<file path="src/rtl/stack_seq_pkg.sv">
// Shared types for the stack-path sequencer: op codes, chain states
// and the kind of chain currently running.
package stack_seq_pkg;

   typedef enum logic [1:0] {
      SEQ_CALL = 2'd0,
      SEQ_RET  = 2'd1,
      SEQ_RTI  = 2'd2,
      SEQ_NONE = 2'd3
   } seq_op_e;

   typedef enum logic [2:0] {
      S_IDLE,
      S_PUSH_PC,
      S_PUSH_FLAGS,
      S_POP_FLAGS,
      S_POP_PC,
      S_WAIT_PC,
      S_LOAD
   } seq_state_e;

   typedef enum logic [1:0] {
      K_CALL,
      K_RET,
      K_RTI,
      K_INT
   } chain_e;

   function automatic seq_state_e first_state(seq_op_e op);
      unique case (op)
         SEQ_CALL: first_state = S_PUSH_PC;
         SEQ_RET:  first_state = S_POP_PC;
         SEQ_RTI:  first_state = S_POP_FLAGS;
         default:  first_state = S_IDLE;
      endcase
   endfunction

   function automatic chain_e op_kind(seq_op_e op);
      unique case (op)
         SEQ_CALL: op_kind = K_CALL;
         SEQ_RET:  op_kind = K_RET;
         default:  op_kind = K_RTI;
      endcase
   endfunction

endpackage

</file>
<file path="src/rtl/stack_sequencer_irq.sv">
// Interrupt request latch and global interrupt enable.
// A request is remembered until it is actually taken.
module irq_pending_latch (
   input  logic clk,
   input  logic rst,
   input  logic int_req,
   input  logic take_int,
   input  logic rti_done,
   output logic pending,
   output logic int_en
);

   logic pending_q, pending_d;
   logic int_en_q, int_en_d;

   always_comb begin
      pending_d = (pending_q & ~take_int) | int_req;
      int_en_d  = int_en_q;
      if (take_int) begin
         int_en_d = 1'b0;
      end else if (rti_done) begin
         int_en_d = 1'b1;
      end
   end

   always_ff @(posedge clk) begin
      if (rst) begin
         pending_q <= 1'b0;
         int_en_q  <= 1'b1;
      end else begin
         pending_q <= pending_d;
         int_en_q  <= int_en_d;
      end
   end

   assign pending = pending_q;
   assign int_en  = int_en_q;

endmodule

</file>
<file path="src/rtl/stack_sequencer.sv">
// Stack-path sequencer: runs CALL/RET/RTI/interrupt micro-op chains
// one state per cycle and redirects fetch at the end of each chain.
module stack_sequencer
   import stack_seq_pkg::*;
#(
   parameter int              PC_W       = 32,
   parameter logic [PC_W-1:0] INT_VECTOR = PC_W'(1)
) (
   input  logic            clk,
   input  logic            rst,
   input  logic            op_valid,
   input  logic [1:0]      op_code,
   input  logic [PC_W-1:0] call_target,
   input  logic [PC_W-1:0] ret_pc,
   input  logic            int_req,
   input  logic [PC_W-1:0] mem_rdata,
   output logic            seq_sp,
   output logic            seq_spop,
   output logic            seq_stack_pc,
   output logic            seq_stack_flags,
   output logic            seq_mr,
   output logic            seq_mw,
   output logic [PC_W-1:0] push_data,
   output logic            stall_front,
   output logic            pc_load,
   output logic [PC_W-1:0] pc_next,
   output logic            int_en,
   output logic            busy
);

   seq_state_e      state_q, state_d;
   chain_e          kind_q, kind_d;
   logic [PC_W-1:0] ret_pc_q, ret_pc_d;
   logic [PC_W-1:0] target_q, target_d;
   logic [PC_W-1:0] rdata_q, rdata_d;

   seq_op_e op_e;
   logic    idle, accept, take_int, pending, rti_done;

   assign op_e     = seq_op_e'(op_code);
   assign idle     = (state_q == S_IDLE);
   assign accept   = idle & op_valid & (op_e != SEQ_NONE);
   assign take_int = idle & ~accept & pending & int_en;
   assign rti_done = (state_q == S_LOAD) & (kind_q == K_RTI);

   irq_pending_latch u_irq (
      .clk      (clk),
      .rst      (rst),
      .int_req  (int_req),
      .take_int (take_int),
      .rti_done (rti_done),
      .pending  (pending),
      .int_en   (int_en)
   );

   always_comb begin
      state_d  = state_q;
      kind_d   = kind_q;
      ret_pc_d = ret_pc_q;
      target_d = target_q;
      rdata_d  = rdata_q;
      unique case (state_q)
         S_IDLE: begin
            if (accept) begin
               state_d  = first_state(op_e);
               kind_d   = op_kind(op_e);
               ret_pc_d = ret_pc;
               target_d = call_target;
            end else if (take_int) begin
               state_d  = S_PUSH_PC;
               kind_d   = K_INT;
               ret_pc_d = ret_pc;
            end
         end
         S_PUSH_PC:
            state_d = (kind_q == K_INT) ? S_PUSH_FLAGS : S_LOAD;
         S_PUSH_FLAGS: state_d = S_LOAD;
         S_POP_FLAGS:  state_d = S_POP_PC;
         S_POP_PC:     state_d = S_WAIT_PC;
         S_WAIT_PC: begin
            // read data returns the cycle after the MR strobe
            rdata_d = mem_rdata;
            state_d = S_LOAD;
         end
         S_LOAD:  state_d = S_IDLE;
         default: state_d = S_IDLE;
      endcase
   end

   always_comb begin
      seq_sp          = 1'b0;
      seq_spop        = 1'b0;
      seq_stack_pc    = 1'b0;
      seq_stack_flags = 1'b0;
      seq_mr          = 1'b0;
      seq_mw          = 1'b0;
      pc_load         = 1'b0;
      pc_next         = '0;
      unique case (state_q)
         S_PUSH_PC: begin
            seq_sp       = 1'b1;
            seq_mw       = 1'b1;
            seq_stack_pc = 1'b1;
         end
         S_PUSH_FLAGS: begin
            seq_sp          = 1'b1;
            seq_mw          = 1'b1;
            seq_stack_flags = 1'b1;
         end
         S_POP_FLAGS: begin
            seq_sp          = 1'b1;
            seq_spop        = 1'b1;
            seq_mr          = 1'b1;
            seq_stack_flags = 1'b1;
         end
         S_POP_PC: begin
            seq_sp       = 1'b1;
            seq_spop     = 1'b1;
            seq_mr       = 1'b1;
            seq_stack_pc = 1'b1;
         end
         S_LOAD: begin
            pc_load = 1'b1;
            unique case (kind_q)
               K_CALL:  pc_next = target_q;
               K_INT:   pc_next = INT_VECTOR;
               default: pc_next = rdata_q;
            endcase
         end
         default: ;
      endcase
   end

   assign busy        = ~idle;
   assign stall_front = busy | accept | take_int;
   assign push_data   = ret_pc_q;

   always_ff @(posedge clk) begin
      if (rst) begin
         state_q  <= S_IDLE;
         kind_q   <= K_CALL;
         ret_pc_q <= '0;
         target_q <= '0;
         rdata_q  <= '0;
      end else begin
         state_q  <= state_d;
         kind_q   <= kind_d;
         ret_pc_q <= ret_pc_d;
         target_q <= target_d;
         rdata_q  <= rdata_d;
      end
   end

endmodule

</file>
<file path="config.mk">
export PLATFORM = sky130hd
export DESIGN_NAME = stack_sequencer
export DESIGN_NICKNAME = d
export VERILOG_FILES = /design/src/rtl/stack_seq_pkg.sv /design/src/rtl/stack_sequencer_irq.sv /design/src/rtl/stack_sequencer.sv
export SDC_FILE = /design/constraint.sdc
export NUM_CORES = 1
export LEC_CHECK = 0
export ABC_AREA = 1
export ABC_CLOCK_PERIOD_IN_PS = 2180
export CAP_MARGIN = 10
export CORE_MARGIN = 2
export CORE_UTILIZATION = 44
export DETAILED_ROUTE_END_ITERATION = 12
export MAX_ROUTING_LAYER = met4
export PLACE_DENSITY = 0.85
export SLEW_MARGIN = 20
export SYNTH_ARGS = -nofsm -noshare
export SYNTH_HDL_FRONTEND = slang
export SYNTH_HIERARCHICAL = 1
export SYNTH_SLANG_ARGS = --single-unit
</file>
<file path="constraint.sdc">
create_clock -name clk -period 2.18 [get_ports clk]
set_input_delay 0.545 -clock clk [delete_from_list [all_inputs] [get_ports clk]]
set_output_delay 0.545 -clock clk [all_outputs]
set_load 0.03 [all_outputs]
</file>
-- After elaboration in Yosys (flattened, before gate mapping)
Index checks and enable logic that the tools add are counted.
- bits in registers: 103
- word-level logic and storage cells: 65
- output and inout bits: 74
- bitwise logic cells: 13
- equal/unequal tests: 12
- reduce and logical (&&, ||, !) cells: 13
- mux-type cells: 20
- operators with widths (kind ; count):
    $mux W32 ; 3
    $pmux W32 S2 ; 1
    $pmux W3 S5 ; 1
    $reduce_or A2 Y1 ; 5
    $eq A3 B3 Y1 const B ; 3
    $mux W3 ; 3
    $pmux W3 S3 ; 1
    $mux W1 ; 8
    $and A1 B1 Y1 ; 7
    $eq A2 B2 Y1 const B ; 3
    $eq A3 B2 Y1 const B ; 2
    $logic_not A2 Y1 ; 2
    $mux W2 ; 2
    $pmux W2 S2 ; 1
    $reduce_and A2 Y1 ; 2
    $reduce_bool A2 Y1 ; 2
    $reduce_or A4 Y1 ; 1
    $eq A3 B1 Y1 const B ; 1
    $logic_not A3 Y1 ; 1
    $ne A3 B1 Y1 const B ; 1
    $not A1 Y1 ; 3
    $or A1 B1 Y1 ; 3
    $eq A2 B1 Y1 const B ; 1
    $ne A2 B2 Y1 const B ; 1

-- Longest topological paths before layout
Gate-level depths: netlist of the first run.
- word-level depth: 10
- depth in mapped cells: 10
- depth with buffers taken out: 8

-- By module
The synthesis of the first run kept the hierarchy.
- by module, submodules not included (module ; sequential area each (µm²) ; instances ; area each (µm²) ; cells each):
    stack_sequencer ; 2021.9 ; 1 ; 4538.1 ; 627
    irq_pending_latch ; 40.0 ; 1 ; 71.3 ; 8

-- Worst setup path before layout of the first run
Ideal clock, no wire load.
- path type: register -> output
- start: register state_q[1]
- end: output pc_next[10]
- slack: -0.477 ns
- arrival: 2.112 ns
- stages on the path, launching flop included: 6
- buffers on the path: 1
- cells stage by stage: dfxtp_1 -> nand2_1 -> nor2_1 -> inv_1 -> buf_1 -> a211oi_1
- word-level cells in the longest chain between the ends: 2
- RTL lines (item ; line ; text):
    start, declared ; stack_sequencer.sv:31 ; seq_state_e state_q, state_d;
    start signal, assigned ; stack_sequencer.sv:146 ; state_q <= state_d;
    $eq A3 B3 Y1 ; stack_sequencer.sv:99 ; unique case (state_q)
    $mux W32 ; stack_sequencer.sv:99 ;
    end, declared ; stack_sequencer.sv:26 ; output logic [PC_W-1:0] pc_next,
No other way between the ends.

-- Worst setup path in the final report of the first run
- start: register kind_q[0]
- end: output pc_next[28]
- word-level cells in the longest chain between the ends: 3
- RTL lines (item ; line ; text):
    start, declared ; stack_sequencer.sv:32 ; chain_e kind_q, kind_d;
    start signal, assigned ; stack_sequencer.sv:147 ; kind_q <= kind_d;
    $eq A2 B2 Y1 / $logic_not A2 Y1 (equally long branches) ; stack_sequencer.sv:124 ; unique case (kind_q)
    $pmux W32 S2 * ; stack_sequencer.sv:124 ;
    $mux W32 * ; stack_sequencer.sv:99 ;
Mark *: on every way between the ends. The rest lies on a longest branch, timed or not.

==> impl_metrics.toml, run 1 <==
[synthesis]
synth_top_cells_by_count = "a21oi_1 (131), dfxtp_1 (103), nand2_1 (80), inv_1 (75), nand3_1 (72)"
synth_cells = 635
ys_ff_latch = 103
post-synth-top-count-cell = "a21oi_1"
synth_top_area_share_pct = 44.73
yosysWarnings = 6
synth-async-reset-ratio_pct = 0
syn_avg_cell_area_um2 = 7.259
yosys_most_used_dff = "dfxtp_1"
synth-edff-count = 0
synthTopCellsByArea = "dfxtp_1 (45%), a21oi_1 (14%), nand3_1 (7.8%), nand2_1 (6.5%), inv_1 (6.1%)"
synth_area_mm2 = 0.004609
synth.distinct_cells = 24
synth_fp_nets = 740
synth_top_area_cell = "dfxtp_1"
ys_seq_area_share_pct = 44.73

[finish]
seq_area_mm2 = 0.002073
layout-drive-gt1-share_pct = 21.12
fin_area_mm2 = 0.007481
fillers = 722
n_antenna_cell = 0
syn_to_final_growth_pct = 62.30
multiInputGateArea_mm2 = 0.002419
final_nets = 919

[status]
violations = "setup timing"
status = "finished with violations"

[detailed_routing]
viasPerCell = 5.247
dr.first_iter.drc_count = 330
vias = 5011
wl_mm = 15.20
ant_nets = 0
dr.pass1.iters = 6
wl_per_cell_um = 15.92
drc = 0

[placement]
port_buffers = 175
dp_hpwl_mm = 9.926
place_congestion = 0.8371
dpl_worst_slack_ns = 0.09270
placed_area_mm2 = 0.006759

[global_route]
gr-usage-met1_pct = 31.23
first_global_vias = 4896
grt_use_total_pct = 26.96
gr-max-usage-layer = "met2"
met2_usage_pct = 46.34
grt_max_degree = 67
antenna_found_initial = 0
grt_pass1_wl_mm = 23.63
grtUsageMet3_pct = 4.108
grt.overflow.total = 0

[sta]
rsz0062_at_grt = "true"
finalHoldViolations = 0
skew_ns = 0.009322
hold_slack_ns = 0.4747
max_freq_mhz = 420.5
post-route-period-util_pct = 109.1
tightest_slew_ns = 0.4682
setup_violations = 32
report.final.slew_viol_count = 0
slew_headroom_pct = 68.75
final.min_clock_period_ns = 2.378
final.setup.tns_ns = -4.410
fin_ws_ns = -0.1983

[power_and_ir_drop]
swShare_pct = 45.40
internal_power_mw = 5.784
finalPower_mw = 10.59
p_sw_mw = 4.810
power.leakage_nw = 2.935
peakVddDrop_mv = 0.9330
power.share.clock_pct = 11.8
seq_power_share_pct = 25.8
share_comb_of_total_power_pct = 62.3
power_density_mw_per_mm2 = 1416

[die]
ios = 176
initial_utilization_pct = 45.05
die_h_um = 106.4
row_count = 37
dieWidth_um = 106.4
core_mm2 = 0.01023
dieArea_mm2 = 0.01131

[clocking]
cts_tree = "built"
clkTransAtPathRegs_ns = 0.09
holdBufCountCts = 0
ctsRootBufferMaster = "clkbuf_8"
ctsHtreeMaxLevel = 3
numCtsBuffers = 9
insertion_delay_ns = 0.37
ctsLongestPathBuffers = 2
cts_num_sinks = 103

[setup_path]
start_kind = "flip-flop"
worst-setup-path-type = "reg -> out"
path_max_fanout = 17
arrival_ns = 1.83
cp.required_ns = 1.63
worstSetupEndpointType = "output pin"

[min_path]
min_path_type = "reg -> reg"

[job]
maxCapViolCount = 0
==> layer usage <==
layer / share of wire, % / routed length (um) / vias to the layer above
met2: 50 / 7591 / 209
met3: 6.4 / 967 / 31
li1: - / - / 2443
met1: 41 / 6277 / 2328
met5: 0 / 0 / -
met4: 2.4 / 365 / 0
==> per-stage QoR <==
| stage | util (%) | instances |
|---|---|---|
| 6_report | 73.12 | 955 |
| 5_1_grt | 73.12 | 955 |
| 4_1_cts | 71.69 | 947 |
| 3_5_place_dp | 66.06 | 912 |
| 3_3_place_gp | 66.06 | 912 |
| 2_1_floorplan | - | 635 |
==> worst paths after layout <==
check	from	end	slack [ns]	cells past startpoint
setup / recovery	kind_q[0]	pc_next[28]	-0.20	6
hold / removal	target_q[20]	target_q[20]	0.47	2
setup reg to reg	state_q[0]	rdata_q[22]	0.53	5
hold reg to reg	target_q[20]	target_q[20]	0.47	2
==> kinds of logic after synthesis <==
| family | synth area share (%) |
|---|---|
| flip-flops | 44.73 |
| AND/OR/NAND/NOR | 18.92 |
| AO/OA/AOI/OAI | 23.53 |
| adder cells (fa/ha/maj) | 0.8144 |
| buffers and inverters | 12.00 |
==> layout make-up <==
type / instances / area share [%]
clock inverters: 3 / 0.5352
flip-flops and latches: 103 / 27.71
well taps: 136 / 2.275
inverters: 77 / 3.930
repair buffers: 223 / 30.96
multi-input cells: 400 / 32.33
clock buffers: 13 / 2.258
==> worst max-delay path: stages, from the launching register on <==
cell      delay, ns
dfxtp_2        0.35
inv_2          0.05
ha_4           0.30
buf_12         0.17
buf_4          0.14
a211oi_2       0.24
buf_4          0.20
==> power groups by stage <==
stage / clock, mW / sequential [mW] / combinational, mW
detailed placement: 0 / 2.73 / 5.43
global placement: 0 / 2.70 / 5.26
floorplan: 0 / 3.23 / 3.05
global route: 1.35 / 2.79 / 7.04
finish: 1.26 / 2.73 / 6.60
CTS: 1.27 / 2.71 / 6.11
==> flip-flops by register name, indices dropped and copies added (netlist names) <==
| name | cells |
|---|---|
| push_data | 32 |
| rdata_q | 32 |
| target_q | 32 |
| state_q | 3 |
| kind_q | 2 |
| u_irq/int_en | 1 |
| u_irq/pending | 1 |
==> cells in the final DEF, fill, tap and decap left out, types with 3 or more instances in the layout <==
cell type	synthesis	layout
clkdlybuf4s50_1	0	133
a21oi_1	131	111
dfxtp_1	103	98
nand2_1	80	78
nand3_1	72	71
inv_1	75	70
buf_4	8	42
nor2_1	40	38
o21ai_0	33	33
buf_6	1	23
a21oi_2	1	18
a211oi_4	0	17
a211oi_2	0	14
clkbuf_8	0	12
buf_12	0	12
dlygate4sd2_1	0	6
inv_2	2	5
nor2_4	2	4
nand2_2	1	3
a21oi_4	0	3
buf_16	0	3
dfxtp_2	0	3
==> what timing repair did <==
item / CTS / global route
cloned: 3 / 0
buffers inserted: 16 / 8
pin swaps: 15 / 12
endpoints found under the setup margin: 40 / 34
resized for setup: 62 / 17
Note: power is estimated with default switching activity, not from simulation.
==> inputs of run 2 (changes only) <==
SETUP_SLACK_MARGIN = 0.4   (was not set)
==> run 2 against run 1 <==
The flow still finishes with violations (setup timing). Die area stayed put. Worst hold slack better by 0.010 ns. Flip-flop and latch count stayed put. Fmax is 3.5% lower. Clock-buffer cell count is 4 lower. Cell count is 2.2% higher. Cell area is 7.1% higher. Non-clock buffer count is 21 higher. Utilization is 5.2 points higher. Clock power is 13% lower. Largest cell class is now buffers. Largest power group unchanged.
==> impl_metrics.toml, run 2 (same netlist as run 1, synthesis figures left out) <==
[finish]
final_cell_mix = "a21oi_1 (115), clkdlybuf4s50_1 (98), dfxtp_1 (98), nand2_1 (72), inv_1 (69)"
final_cells = 976
layout-drive-gt1-share_pct = 24.55
final_nets = 940
final_common_cell = "a21oi_1"
syn_to_final_growth_pct = 73.83

[power_and_ir_drop]
power.leakage_nw = 3.220
swShare_pct = 47.30
peakVddDrop_mv = 0.8722
power.share.clock_pct = 9.5
power_density_mw_per_mm2 = 1446
internal_power_mw = 6.107
p_sw_mw = 5.481
seq_power_share_pct = 23.6
share_comb_of_total_power_pct = 66.9

[setup_path]
arrival_ns = 1.92
cpLargestDelayFamily = "buffers and inverters"
worst-setup-path-type = "reg -> out"
start_kind = "flip-flop"
cp_cell_sequence = "inv_2 -> ha_4 -> buf_12 -> buf_6 -> a21oi_1 -> a211oi_4 -> buf_6"
path_max_fanout = 6
cpPeakStageDelay_ns = 0.38
cp.required_ns = 1.63
worstPathBufferInverterCount = 4
crit_top_cell = "buf_6"
crit_slowest_cell = "a21oi_1"
worstSetupEndpointType = "output pin"

[die]
row_count = 37
initial_utilization_pct = 45.05
core_mm2 = 0.01023
ios = 176
dieArea_mm2 = 0.01131
dieWidth_um = 106.4
die_h_um = 106.4

[sta]
hold_slack_ns = 0.4847
finalHoldViolations = 0
setup_violations = 32
slew_headroom_pct = 68.33
tightest_slew_ns = 0.4750
final.min_clock_period_ns = 2.465
fin_ws_ns = -0.2849
skew_ns = 0.01406
post-route-period-util_pct = 113.1
rsz0062_at_grt = "true"
max_freq_mhz = 405.7
report.final.slew_viol_count = 0

[placement]
dp_hpwl_mm = 10.10
place_inst = 919
port_buffers = 175
dpl_worst_slack_ns = 0.03374
place_congestion = 0.8500

[clocking]
numCtsBuffers = 9
ctsRootBufferMaster = "clkbuf_8"
clkTransAtPathRegs_ns = 0.10
cts_tree = "built"
ctsHtreeMaxLevel = 3
holdBufCountCts = 0
cts_num_sinks = 103
ctsLongestPathBuffers = 2
insertion_delay_ns = 0.36

[global_route]
grt_use_total_pct = 28.17
antenna_found_initial = 1
grt_pass1_wl_mm = 24.78
first_global_vias = 5101
grt_max_degree = 67
grt.overflow.total = 0

[status]
status = "finished with violations"
violations = "setup timing"

[detailed_routing]
wl_per_cell_um = 17.60
viasPerCell = 5.450
ant_nets = 0
vias = 5319
dr.pass1.iters = 6
dr.first_iter.drc_count = 410
drc = 0
wl_mm = 17.18

[job]
maxCapViolCount = 0

[min_path]
min_path_type = "reg -> reg"
run 2: worst paths after layout:
check | from | end | slack [ns] | depth (start not counted)
hold reg to reg | target_q[19] | target_q[19] | 0.48 | 2
setup reg to reg | state_q[0] | push_data[3] | 0.45 | 10
hold / removal | target_q[19] | target_q[19] | 0.48 | 2
setup / recovery | kind_q[0] | pc_next[2] | -0.28 | 7
run 2: power groups by stage:
| stage | clock network [mW] | registers (mW) | logic, mW |
|---|---|---|---|
| 2_1_floorplan | 0 | 3.25 | 3.75 |
| 3_3_place_gp | 0 | 2.72 | 5.78 |
| 3_5_place_dp | 0 | 2.75 | 5.92 |
| 4_1_cts | 1.10 | 2.72 | 6.95 |
| 5_1_grt | 1.19 | 2.79 | 8.19 |
| 6_report | 1.10 | 2.73 | 7.75 |
run 2: what timing repair did:
action | in CTS | in global routing
pin swaps | 18 | 15
gates cloned | 2 | 3
endpoints found under the setup margin | 74 | 77
setup buffers | 25 | 11
resized for setup | 164 | 31
run 2: through the flow:
step	instance area, um^2	power (mW)	util [%]	setup TNS (ns)
2_1_floorplan	5209	7.004	-	0
3_3_place_gp	7002	8.502	68.44	0
3_5_place_dp	7002	8.667	68.44	0
4_1_cts	7726	10.77	75.52	-4.357
5_1_grt	8013	12.17	78.32	-6.182
6_report	8013	11.59	78.32	-4.299
run 2: final cells by class:
class	instances	area, um^2
timing repair buffer	244	2666
multi-input combinational	400	2619
fill	675	2218
sequential	103	2076
inverter	77	311.5
tap	136	170.2
clock buffer	9	123.9
clock inverter	6	43.79
antenna	1	2.502
run 2: worst reg2reg max path, cell delays in order (launching register included):
cell and delay, ns:
dfxtp_4 0.38, buf_6 0.12, nor2_4 0.17, buf_6 0.13, nand4_4 0.09, buf_6 0.19, nand2_4 0.12, clkbuf_16 0.22
nand3_1 0.09, nand2_1 0.07, nor2_1 0.04
run 2: routing by layer:
layer	share of wire [%]	up-vias	GRT usage, %	wire length [um]
li1	-	2483	-	-
met1	38	2490	32.54	6474
met3	8.8	55	5.579	1517
met5	0	-	-	0
met2	50	291	49.36	8588
met4	3.5	0	8.647	597
